===== src/rtl/seg_product_encoder.sv =====
// Sequential signed-product to sign + 4-digit 7-segment encoder.
// The magnitude is converted to BCD by shift-add-3 (double dabble), one bit per clock.
module seg_product_encoder #(
  parameter int W        = 16,
  parameter bit BLANK_LZ = 1'b1
) (
  input  logic         clk,
  input  logic         rst,
  input  logic         start,
  input  logic [W-1:0] product_in,
  output logic         busy,
  output logic         done,
  output logic         ovf,
  output logic [28:0]  seg_out
);

  typedef enum logic [1:0] {IDLE, CONV, EMIT} state_t;

  localparam int CW = $clog2(W + 1);
  localparam logic [CW-1:0] LAST = CW'(W - 1);

  state_t          state;
  logic [CW-1:0]   cnt;
  logic [19:0]     bcd;
  logic [W-1:0]    mag;
  logic            sign;

  logic [19:0]     bcd_adj;
  logic [W+19:0]   shifted;
  logic [28:0]     seg_nxt;
  logic            ovf_nxt;

  function automatic logic [6:0] seg7(input logic [3:0] d);
    case (d)
      4'd0:    return 7'h7E;
      4'd1:    return 7'h30;
      4'd2:    return 7'h6D;
      4'd3:    return 7'h79;
      4'd4:    return 7'h33;
      4'd5:    return 7'h5B;
      4'd6:    return 7'h5F;
      4'd7:    return 7'h70;
      4'd8:    return 7'h7F;
      4'd9:    return 7'h7B;
      default: return 7'h00;
    endcase
  endfunction

  // NOTE: every always_comb output gets a default first so no path leaves it unassigned (no latch).
  always_comb begin
    bcd_adj = bcd;
    for (int i = 0; i < 5; i++) begin
      if (bcd[4*i +: 4] >= 4'd5) bcd_adj[4*i +: 4] = bcd[4*i +: 4] + 4'd3;
    end
  end

  assign shifted = {bcd_adj, mag} << 1;

  // Output encoding from the final BCD value; a zero digit blanks only below blank digits.
  always_comb begin
    logic [3:0] d_th, d_hu, d_te, d_un;
    logic       blank_th, blank_hu, blank_te;
    d_th     = bcd[15:12];
    d_hu     = bcd[11:8];
    d_te     = bcd[7:4];
    d_un     = bcd[3:0];
    blank_th = BLANK_LZ && (d_th == 4'd0);
    blank_hu = blank_th && (d_hu == 4'd0);
    blank_te = blank_hu && (d_te == 4'd0);
    ovf_nxt  = |bcd[19:16];
    if (ovf_nxt) begin
      seg_nxt = {sign, {4{7'h01}}};
    end else begin
      seg_nxt = {sign,
                 blank_th ? 7'h00 : seg7(d_th),
                 blank_hu ? 7'h00 : seg7(d_hu),
                 blank_te ? 7'h00 : seg7(d_te),
                 seg7(d_un)};
    end
  end

  // NOTE: sequential state uses non-blocking assignments so all registers update from pre-edge values.
  always_ff @(posedge clk) begin
    if (rst) begin
      state   <= IDLE;
      cnt     <= '0;
      bcd     <= '0;
      mag     <= '0;
      sign    <= 1'b0;
      busy    <= 1'b0;
      done    <= 1'b0;
      ovf     <= 1'b0;
      seg_out <= '0;
    end else begin
      done <= 1'b0;
      case (state)
        IDLE: begin
          if (start) begin
            sign  <= product_in[W-1];
            mag   <= product_in[W-1] ? (~product_in + W'(1)) : product_in;
            bcd   <= '0;
            cnt   <= '0;
            busy  <= 1'b1;
            state <= CONV;
          end
        end
        CONV: begin
          bcd <= shifted[W+19:W];
          mag <= shifted[W-1:0];
          cnt <= cnt + 1'b1;
          if (cnt == LAST) state <= EMIT;
        end
        EMIT: begin
          seg_out <= seg_nxt;
          ovf     <= ovf_nxt;
          done    <= 1'b1;
          busy    <= 1'b0;
          state   <= IDLE;
        end
        default: state <= IDLE;
      endcase
    end
  end

endmodule

===== config.mk =====
export PLATFORM = sky130hd
export DESIGN_NAME = seg_product_encoder
export DESIGN_NICKNAME = d
export VERILOG_FILES = /design/src/rtl/seg_product_encoder.sv
export SDC_FILE = /design/constraint.sdc
export NUM_CORES = 1
export LEC_CHECK = 0
export CELL_PAD_IN_SITES_DETAIL_PLACEMENT = 1
export CELL_PAD_IN_SITES_GLOBAL_PLACEMENT = 2
export CORE_AREA = 2 2 122 124
export DETAILED_ROUTE_END_ITERATION = 8
export DIE_AREA = 0 0 124 126
export PLACE_DENSITY_LB_ADDON = 0.3
export SLEW_MARGIN = 20
export SYNTH_ARGS = -nofsm -noshare
export SYNTH_HDL_FRONTEND = slang
export SYNTH_SLANG_ARGS = --single-unit

===== constraint.sdc =====
create_clock -name clk -period 6.8 [get_ports clk]
set_input_delay 2.04 -clock clk [delete_from_list [all_inputs] [get_ports clk]]
set_output_delay 2.04 -clock clk [all_outputs]
set_load 0.03 [all_outputs]

==> flow_metrics.tcl, run 1 <==
set metrics [dict create \
    finalInstanceArea_um2 6158 \
    fp.dieW_um 124 \
    hold_path_end "seg_out[15]$_SDFFE_PP0P_" \
    finalHoldViolCount 0 \
    reg2reg_from "state[0]$_SDFFE_PP0P_" \
    wl_per_cell_um 17.16 \
    max-cap-violations 0 \
    clock-root-buffer "clkbuf_16" \
    top_layer_used "met4" \
    dieArea_um2 15620 \
    ir_worst_vdd_uv 120.6 \
    post_cts_resized 0 \
    core_area_um2 14310 \
    dr.first_iter.drc_count 278 \
    grt_pass1_vias 4574 \
    finalPower_mw 1.186 \
    rows 44 \
    grt_start_max_net_pins 43 \
    final_cell_mix "104 x dfxtp_1, 49 x clkdlybuf4s50_1, 45 x nor2_1" \
    setup_tns_ns 0 \
    layout_setup_ws_ns 2.142 \
    rr_worst_depth 8 \
    relSlewSlack_pct 35.42 \
    cts_buffer_depth 2 \
    worst-r2r-setup-slack_ns 3.48 \
    clock.fmax_mhz 214.7 \
    synth_edf_count 0 \
    status "completed" \
    grt_overflow 0 \
    yosysWarnings 0 \
    port_buffers 50 \
    drc 0 \
    synth_top_area_share_pct 39.13 \
    yosys.area.top_type "dfxtp_1" \
    vias_per_cell 5.612 \
    synthXorXnorAreaFrac_pct 2.963 \
    cellPowerDensity_nw_per_um2 192.6 \
    max_slew.worst_pin.slew_ns 0.9629 \
    fillCellCount 1666 \
    syn_area_um2 5321 \
    synth_nets 645 \
    die_h_um 126 \
    slew_violations 0 \
    dpl.hpwl_mm 9.748 \
    ys_ff_latch 104 \
    ys_types 66 \
    cts_sinks 104 \
    p_switching_mw 0.2797 \
    initial_core_util_pct 37.18 \
    min_path_cells 1 \
    p_sw_share_pct 23.59 \
    yosys.area_share.adder_pct 9.170 \
    endpoint_kind "register" \
    clk_latency_ns 0.35 \
    final_core_util_pct 43.02 \
    dr.pass1.iters 4 \
    wl_met3_um 406 \
    gp_congestion 0.8463 \
    synthArstFlopShare_pct 0 \
    drive_gt1_share_pct 5.366 \
    grt_pass1_wl_mm 22.84 \
    place_ws_ns 1.827 \
    start_kind "primary input" \
    final_common_cell "dfxtp_1" \
    synth-main-ff-cell "dfxtp_1" \
    rsz0062_at_grt "false" \
    htree_levels 3 \
    syn2layout_area_growth_pct 15.73 \
    combPwrFrac_pct 7.1 \
    cts_setup_buffers 0 \
    grt_util_all_layers_pct 18.39 \
    cp_data_arrival_time_ns 4.89 \
    ios 51 \
    cp_data_required_time_ns 7.03 \
    synthSimpleGateAreaFrac_pct 16.15 \
    power_leakage_nw 2.318 \
    p_clk_share_pct 40.0 \
    routed_wl_mm 13.71 \
    clk_pin_slew_ns 0.06 \
    clock_skew_ns 0.007265 \
    min_period_ns 4.658 \
    ys_seq_area_share_pct 39.13 \
    pwr-share-seq_pct 52.8 \
    numCtsBuffers 9 \
    synth_top_family_by_area "compound AO/OA/AOI/OAI gates" \
    crit_type "in2reg" \
    via_count 4484 \
    hold_path.class "reg2reg" \
    wl_met1_mm 6.727 \
    crit_fanout 22 \
    synthTopCellsByArea "dfxtp_1 39%, ha_1 9.2%, a21oi_1 4.1%" \
    antenna_found_initial 0 \
    layout.nets 670 \
    synth_compound_area_share_pct 26.38 \
    place_area_um2 5897 \
    tritoncts "yes" \
    synthMuxAreaShare_pct 0.5643 \
    diodes 0 \
    fin_crit_sh_pct 68.50 \
    syn_avg_cell_area_um2 9.065 \
    routed-wl-met2_mm 6.379 \
    setup_viol 0 \
    final_antenna_net_count 0 \
    cts.hold.buffers_added 0 \
    p_int_mw 0.9061 \
    syn_inst 587 \
]
-- how the worst max path moves through the flow --
stage / start / end / slack (ns) / cells after the start
2_1_floorplan: rst / register / 2.75 / 9
3_3_place_gp: start / register / 1.91 / 9
3_5_place_dp: start / register / 1.83 / 9
4_1_cts: start / register / 2.15 / 9
5_1_grt: start / register / 1.89 / 9
6_report: start / register / 2.14 / 9
-- critical path, cell delays in order --
cell and delay [ns]:
clkdlybuf4s50_1 0.48, o21bai_2 0.76, buf_4 0.38, nand2_1 0.11, a31oi_1 0.28, ha_1 0.25
nor2_1 0.07, o2bb2ai_1 0.15, or3_1 0.37
-- cells in the mapped netlist (9+ instances only) --
cell      count
a211o_1       9
a211oi_1     10
a21oi_1      44
a22o_1       25
a22oi_1       9
clkbuf_1     26
dfxtp_1     104
ha_1         39
inv_1        27
nand2_1      33
nor2_1       45
nor3_1       13
o21ai_0      24
xnor2_1      14
-- logic make-up after synthesis --
group                      Yosys count
AOI/OAI and AO/OA                  192
and+or+nand+nor                    162
DFF                                104
buffers and inverters               69
adders and majority gates           39
xor gates and xnor gates            18
muxes                                3
-- layout make-up --
type / count / area [µm²] / share of cell area [%]
well taps: 184 / 230.2 / 3.738
clock buffers: 13 / 250.2 / 4.063
inverters: 27 / 101.3 / 1.646
clock inverters: 1 / 5.005 / 0.08127
repair buffers: 56 / 540.5 / 8.777
flip-flops and latches: 104 / 2082 / 33.81
multi-input cells: 414 / 2949 / 47.89
-- stage by stage --
step / hold slack, ns / std cells
3_3_place_gp: 0.4224 / 785
3_5_place_dp: 0.4277 / 785
4_1_cts: 0.4433 / 799
2_1_floorplan: 0.4198 / 587
5_1_grt: 0.4547 / 799
6_report: 0.4407 / 799
-- routing by layer --
metal / track usage (%) / vias up
met4: 5.420 / 0
met5: 0 / -
met2: 29.61 / 71
met1: 24.71 / 2192
li1: - / 2206
met3: 3.895 / 15
-- power by group through the flow --
stage,sequential (mW),clock [mW],combinational (mW)
3_5_place_dp,0.640,0,0.0847
5_1_grt,0.627,0.515,0.0933
2_1_floorplan,0.637,0,0.0568
6_report,0.627,0.475,0.0846
4_1_cts,0.626,0.488,0.0852
3_3_place_gp,0.640,0,0.0820
Note: power is estimated with default switching activity, not from simulation.
==> run 2: changes to the inputs <==
CORE_AREA = 2 2 125 127   (was 2 2 122 124)
DIE_AREA = 0 0 127 129   (was 0 0 124 126)
clock period = 4.75 ns   (was 6.8 ns; I/O delays follow)
==> run 2 against run 1 <==
Die area grew 4.9%. Flip-flop and latch count unchanged. Non-clock buffer count rose by 5. Count of clock-buffer cells in the layout unchanged. First-iteration DRC count fell by 21%. Clock skew about the same. Combinational power rose by 49%. Global-route usage shrank 1.5 points. Critical path type unchanged. Largest power group unchanged.
==> flow_metrics.tcl, run 2 (same netlist as run 1, synthesis figures left out) <==
set metrics [dict create \
    via_count 4525 \
    cts_setup_buffers 0 \
    cp_data_required_time_ns 5.00 \
    fp.dieW_um 127 \
    max-cap-violations 0 \
    crit_type "in2reg" \
    finalHoldViolCount 0 \
    grt_overflow 0 \
    die_h_um 129 \
    vias_per_cell 5.586 \
    initial_core_util_pct 35.53 \
    final_antenna_net_count 0 \
    cts.hold.buffers_added 0 \
    antenna_found_initial 0 \
    place_area_um2 5952 \
    hold_path.class "reg2reg" \
    cts_sinks 104 \
    instances_no_fill 810 \
    ir_worst_vdd_uv 167.1 \
    dr.first_iter.drc_count 220 \
    finalInstanceArea_um2 6252 \
    clock-root-buffer "clkbuf_16" \
    rows 45 \
    cellPowerDensity_nw_per_um2 285.4 \
    layout.nets 675 \
    routed_wl_mm 13.45 \
    min_period_ns 3.331 \
    core_area_um2 14980 \
    wl_per_cell_um 16.61 \
    grt_pass1_wl_mm 22.30 \
    diodes 0 \
    syn2layout_area_growth_pct 17.49 \
    dieArea_um2 16380 \
    grt_pass1_vias 4419 \
    relSlewSlack_pct 56.94 \
    drive_gt1_share_pct 6.592 \
    gp_congestion 0.8469 \
    cp_data_arrival_time_ns 3.58 \
    dpl.hpwl_mm 9.546 \
    setup_tns_ns 0 \
    clk_pin_slew_ns 0.07 \
    crit_fanout 24 \
    setup_viol 0 \
    port_buffers 50 \
    power_leakage_nw 2.370 \
    tritoncts "yes" \
    htree_levels 3 \
    final_cell_mix "104 x dfxtp_1, 49 x clkdlybuf4s50_1, 45 x nor2_1" \
    cts_buffer_depth 2 \
    place_ws_ns 1.052 \
    fin_crit_sh_pct 70.12 \
    endpoint_kind "register" \
    layout_setup_ws_ns 1.419 \
    slew_violations 0 \
    ios 51 \
    rsz0062_at_grt "false" \
    clock_skew_ns 0.007716 \
    clk_latency_ns 0.35 \
    clock.fmax_mhz 300.2 \
    max_slew.worst_pin.slew_ns 0.6405 \
    post_cts_resized 0 \
    grt_start_max_net_pins 80 \
    grt_util_all_layers_pct 16.86 \
    start_kind "primary input" \
    drc 0 \
    status "completed" \
    fillCellCount 1758 \
    dp_cells 794 \
    final_common_cell "dfxtp_1" \
    numCtsBuffers 9 \
    dr.pass1.iters 4 \
]
run 2: cell count changes in the layout (fill, tap and decap cells not counted), sizes merged:
cell	previous run	this run
buf	7	12
bufinv	0	1
clkinv	1	2
run 2: report_power, final:
part           switching [mW]  internal [mW]
clock                   0.327          0.436
combinational          0.0754         0.0509
sequential            0.00941          0.885
run 2: final timing paths:
| check | start | endpoint | slack, ns | cells after the start |
|---|---|---|---|---|
| worst max-delay path | start | register | 1.42 | 10 |
| worst min-delay path | register | seg_out[26]$_SDFFE_PP0P_ | 0.44 | 1 |
| worst max register to register | bcd[0]$_SDFFE_PP0N_ | register | 1.97 | 9 |
| worst min register to register | register | seg_out[26]$_SDFFE_PP0P_ | 0.44 | 1 |
run 2: cell type report:
type | count | area (µm²) | area share [%]
clock buffers | 13 | 260.3 | 4.163
flip-flops and latches | 104 | 2082 | 33.30
repair buffers | 61 | 590.6 | 9.446
well taps | 188 | 235.2 | 3.762
inverters | 27 | 101.3 | 1.621
clock inverters | 3 | 40.04 | 0.6404
multi-input cells | 414 | 2943 | 47.07
run 2: per-layer routing:
layer / GRT usage (%) / vias up / part of all wire [%]
met2: 28.53 / 72 / 46
met5: 0 / - / 0
met3: 2.287 / 13 / 3.2
met4: 6.206 / 0 / 1.4
met1: 22.05 / 2223 / 49
li1: - / 2217 / -
run 2: stage by stage:
step / total power, mW / hold WS, ns / util [%]
after floorplan: 0.9938 / 0.4198 / -
after global placement: 1.038 / 0.4229 / 39.74
after detailed placement: 1.042 / 0.4263 / 39.74
after CTS: 1.801 / 0.4422 / 41.75
after global routing: 1.850 / 0.4562 / 41.75
final: 1.784 / 0.4409 / 41.75
run 2: worst max-delay path, cell delays in order:
cell             delay, ns
clkdlybuf4s50_1       0.49
o21bai_2              0.18
buf_4                 0.29
a32oi_1               0.09
o21ai_0               0.15
and2_1                0.23
ha_1                  0.17
inv_1                 0.05
a32o_1                0.23
a211o_1               0.26
==> run 3: changes to the inputs <==
CORE_AREA = 2 2 132 134   (was 2 2 125 127)
DIE_AREA = 0 0 134 136   (was 0 0 127 129)
clock period = 2.7 ns   (was 4.75 ns; I/O delays follow)
==> run 3 against run 2 <==
Total power increased by 78%. Combinational power increased by 110%. Register-to-register slack got worse by 1.8 ns. Global-route usage decreased by 0.35 points. Count of clock-buffer cells in the layout decreased by 2.
==> flow_metrics.tcl, run 3 (same netlist as run 1, synthesis figures left out) <==
set metrics [dict create \
    status "completed" \
    relSlewSlack_pct 66.86 \
    crit_fanout 5 \
    cts.hold.buffers_added 0 \
    fp.dieW_um 134 \
    port_buffers 50 \
    final_core_util_pct 40.54 \
    gp_congestion 0.8226 \
    path_cells "clkdlybuf4s50_1, or4_1, buf_4, o41ai_1, xnor2_1, a222oi_1, nor2_1" \
    routed_wl_mm 14.83 \
    clock_skew_ns 0.01067 \
    crit_type "in2reg" \
    drive_gt1_share_pct 16.40 \
    post_cts_resized 0 \
    endpoint_kind "register" \
    vias_per_cell 5.211 \
    grt_pass1_vias 4888 \
    setup_tns_ns 0 \
    max-cap-violations 0 \
    layout.nets 742 \
    clock.fmax_mhz 384.7 \
    syn2layout_area_growth_pct 28.57 \
    min_path_cells 1 \
    cpMaxStageDelayCell "or4_1" \
    dpl.hpwl_mm 11.04 \
    initial_core_util_pct 31.53 \
    die_h_um 136 \
    grt_start_max_net_pins 25 \
    grt_util_all_layers_pct 16.50 \
    grt_pass1_wl_mm 24.04 \
    reg2reg_from "bcd[0]$_SDFFE_PP0N_" \
    setup_viol 0 \
    slew_violations 0 \
    hold_path.class "reg2reg" \
    power_leakage_nw 2.695 \
    dieArea_um2 18220 \
    numCtsBuffers 9 \
    wl_per_cell_um 16.23 \
    cellPowerDensity_nw_per_um2 464.3 \
    htree_levels 3 \
    tritoncts "yes" \
    cts_setup_buffers 0 \
    min_period_ns 2.599 \
    max_slew.worst_pin.slew_ns 0.4846 \
    final_cell_mix "103 x dfxtp_1, 76 x buf_4, 49 x clkdlybuf4s50_1" \
    layout_setup_ws_ns 0.1008 \
    max_stage_delay_ns 0.57 \
    ios 51 \
    hold_path_end "seg_out[23]$_SDFFE_PP0P_" \
    cts_sinks 104 \
    fin_crit_sh_pct 96.27 \
    cp_data_required_time_ns 2.95 \
    grt_overflow 0 \
    clk_latency_ns 0.36 \
    clk_pin_slew_ns 0.07 \
    ir_worst_vdd_uv 272.6 \
    antenna_found_initial 0 \
    dr.pass1.iters 5 \
    place_ws_ns -0.3445 \
    rr_worst_depth 10 \
    final_antenna_net_count 0 \
    worst-r2r-setup-slack_ns 0.15 \
    rows 48 \
    rsz0062_at_grt "false" \
    core_area_um2 16880 \
    final_common_cell "dfxtp_1" \
    drc 0 \
    via_count 4763 \
    clock-root-buffer "clkbuf_16" \
    diodes 0 \
    finalHoldViolCount 0 \
    fillCellCount 1951 \
    cts_buffer_depth 2 \
    cp_data_arrival_time_ns 2.85 \
    dr.first_iter.drc_count 184 \
    start_kind "primary input" \
]
-- run 3: per-stage QoR --
stage               cell area (µm²)  hold WS (ns)  std cells  power [mW]
finish                         6842        0.4383        914       3.177
detailed placement             6514        0.4270        898       1.874
global placement               6514        0.4210        898       1.865
global route                   6842        0.4564        914       3.310
CTS                            6813        0.4387        914       3.222
floorplan                      5325        0.4198        587       1.749
-- run 3: cell type report --
class	instances	area [µm²]	area share, %
multi-input cells	414	2970	43.42
inverters	27	101.3	1.481
clock inverters	5	56.30	0.8230
repair buffers	128	1106	16.17
clock buffers	11	242.7	3.548
flip-flops and latches	104	2083	30.45
well taps	225	281.5	4.115
-- run 3: worst max-delay path: cells and delay by family --
kind / cells / cell delay, ns
AO/OA/AOI/OAI: 2 / 0.69
AND/OR/NAND/NOR: 2 / 0.63
buffers and inverters: 2 / 0.60
XOR/XNOR: 1 / 0.12
-- run 3: worst max path at each step --
stage / startpoint / endpoint / slack, ns / depth (start not counted)
3_5_place_dp: product_in[4] / mag[8]$_SDFFE_PP0N_ / -0.34 / 7
3_3_place_gp: start / register / -0.28 / 8
2_1_floorplan: start / register / 0.04 / 9
6_report: product_in[4] / mag[10]$_SDFFE_PP0N_ / 0.10 / 7
5_1_grt: product_in[4] / mag[10]$_SDFFE_PP0N_ / 0.004 / 7
4_1_cts: bcd[4]$_SDFFE_PP0N_ / register / 0.02 / 9
-- run 3: per-layer routing --
metal	up-vias	GRT usage, %	routed length (µm)
li1	2359	-	-
met3	17	3.318	414
met4	0	4.728	224
met1	2317	19.76	6754
met2	70	29.89	7437
met5	-	0	0
-- run 3: power breakdown --
group          total (mW)  switching, mW  leakage [nW]  internal (mW)
registers            1.57         0.0154         0.843           1.56
clock network        1.34          0.594         0.145          0.744
logic               0.266          0.146          1.71          0.120
total                3.18          0.756          2.69           2.42
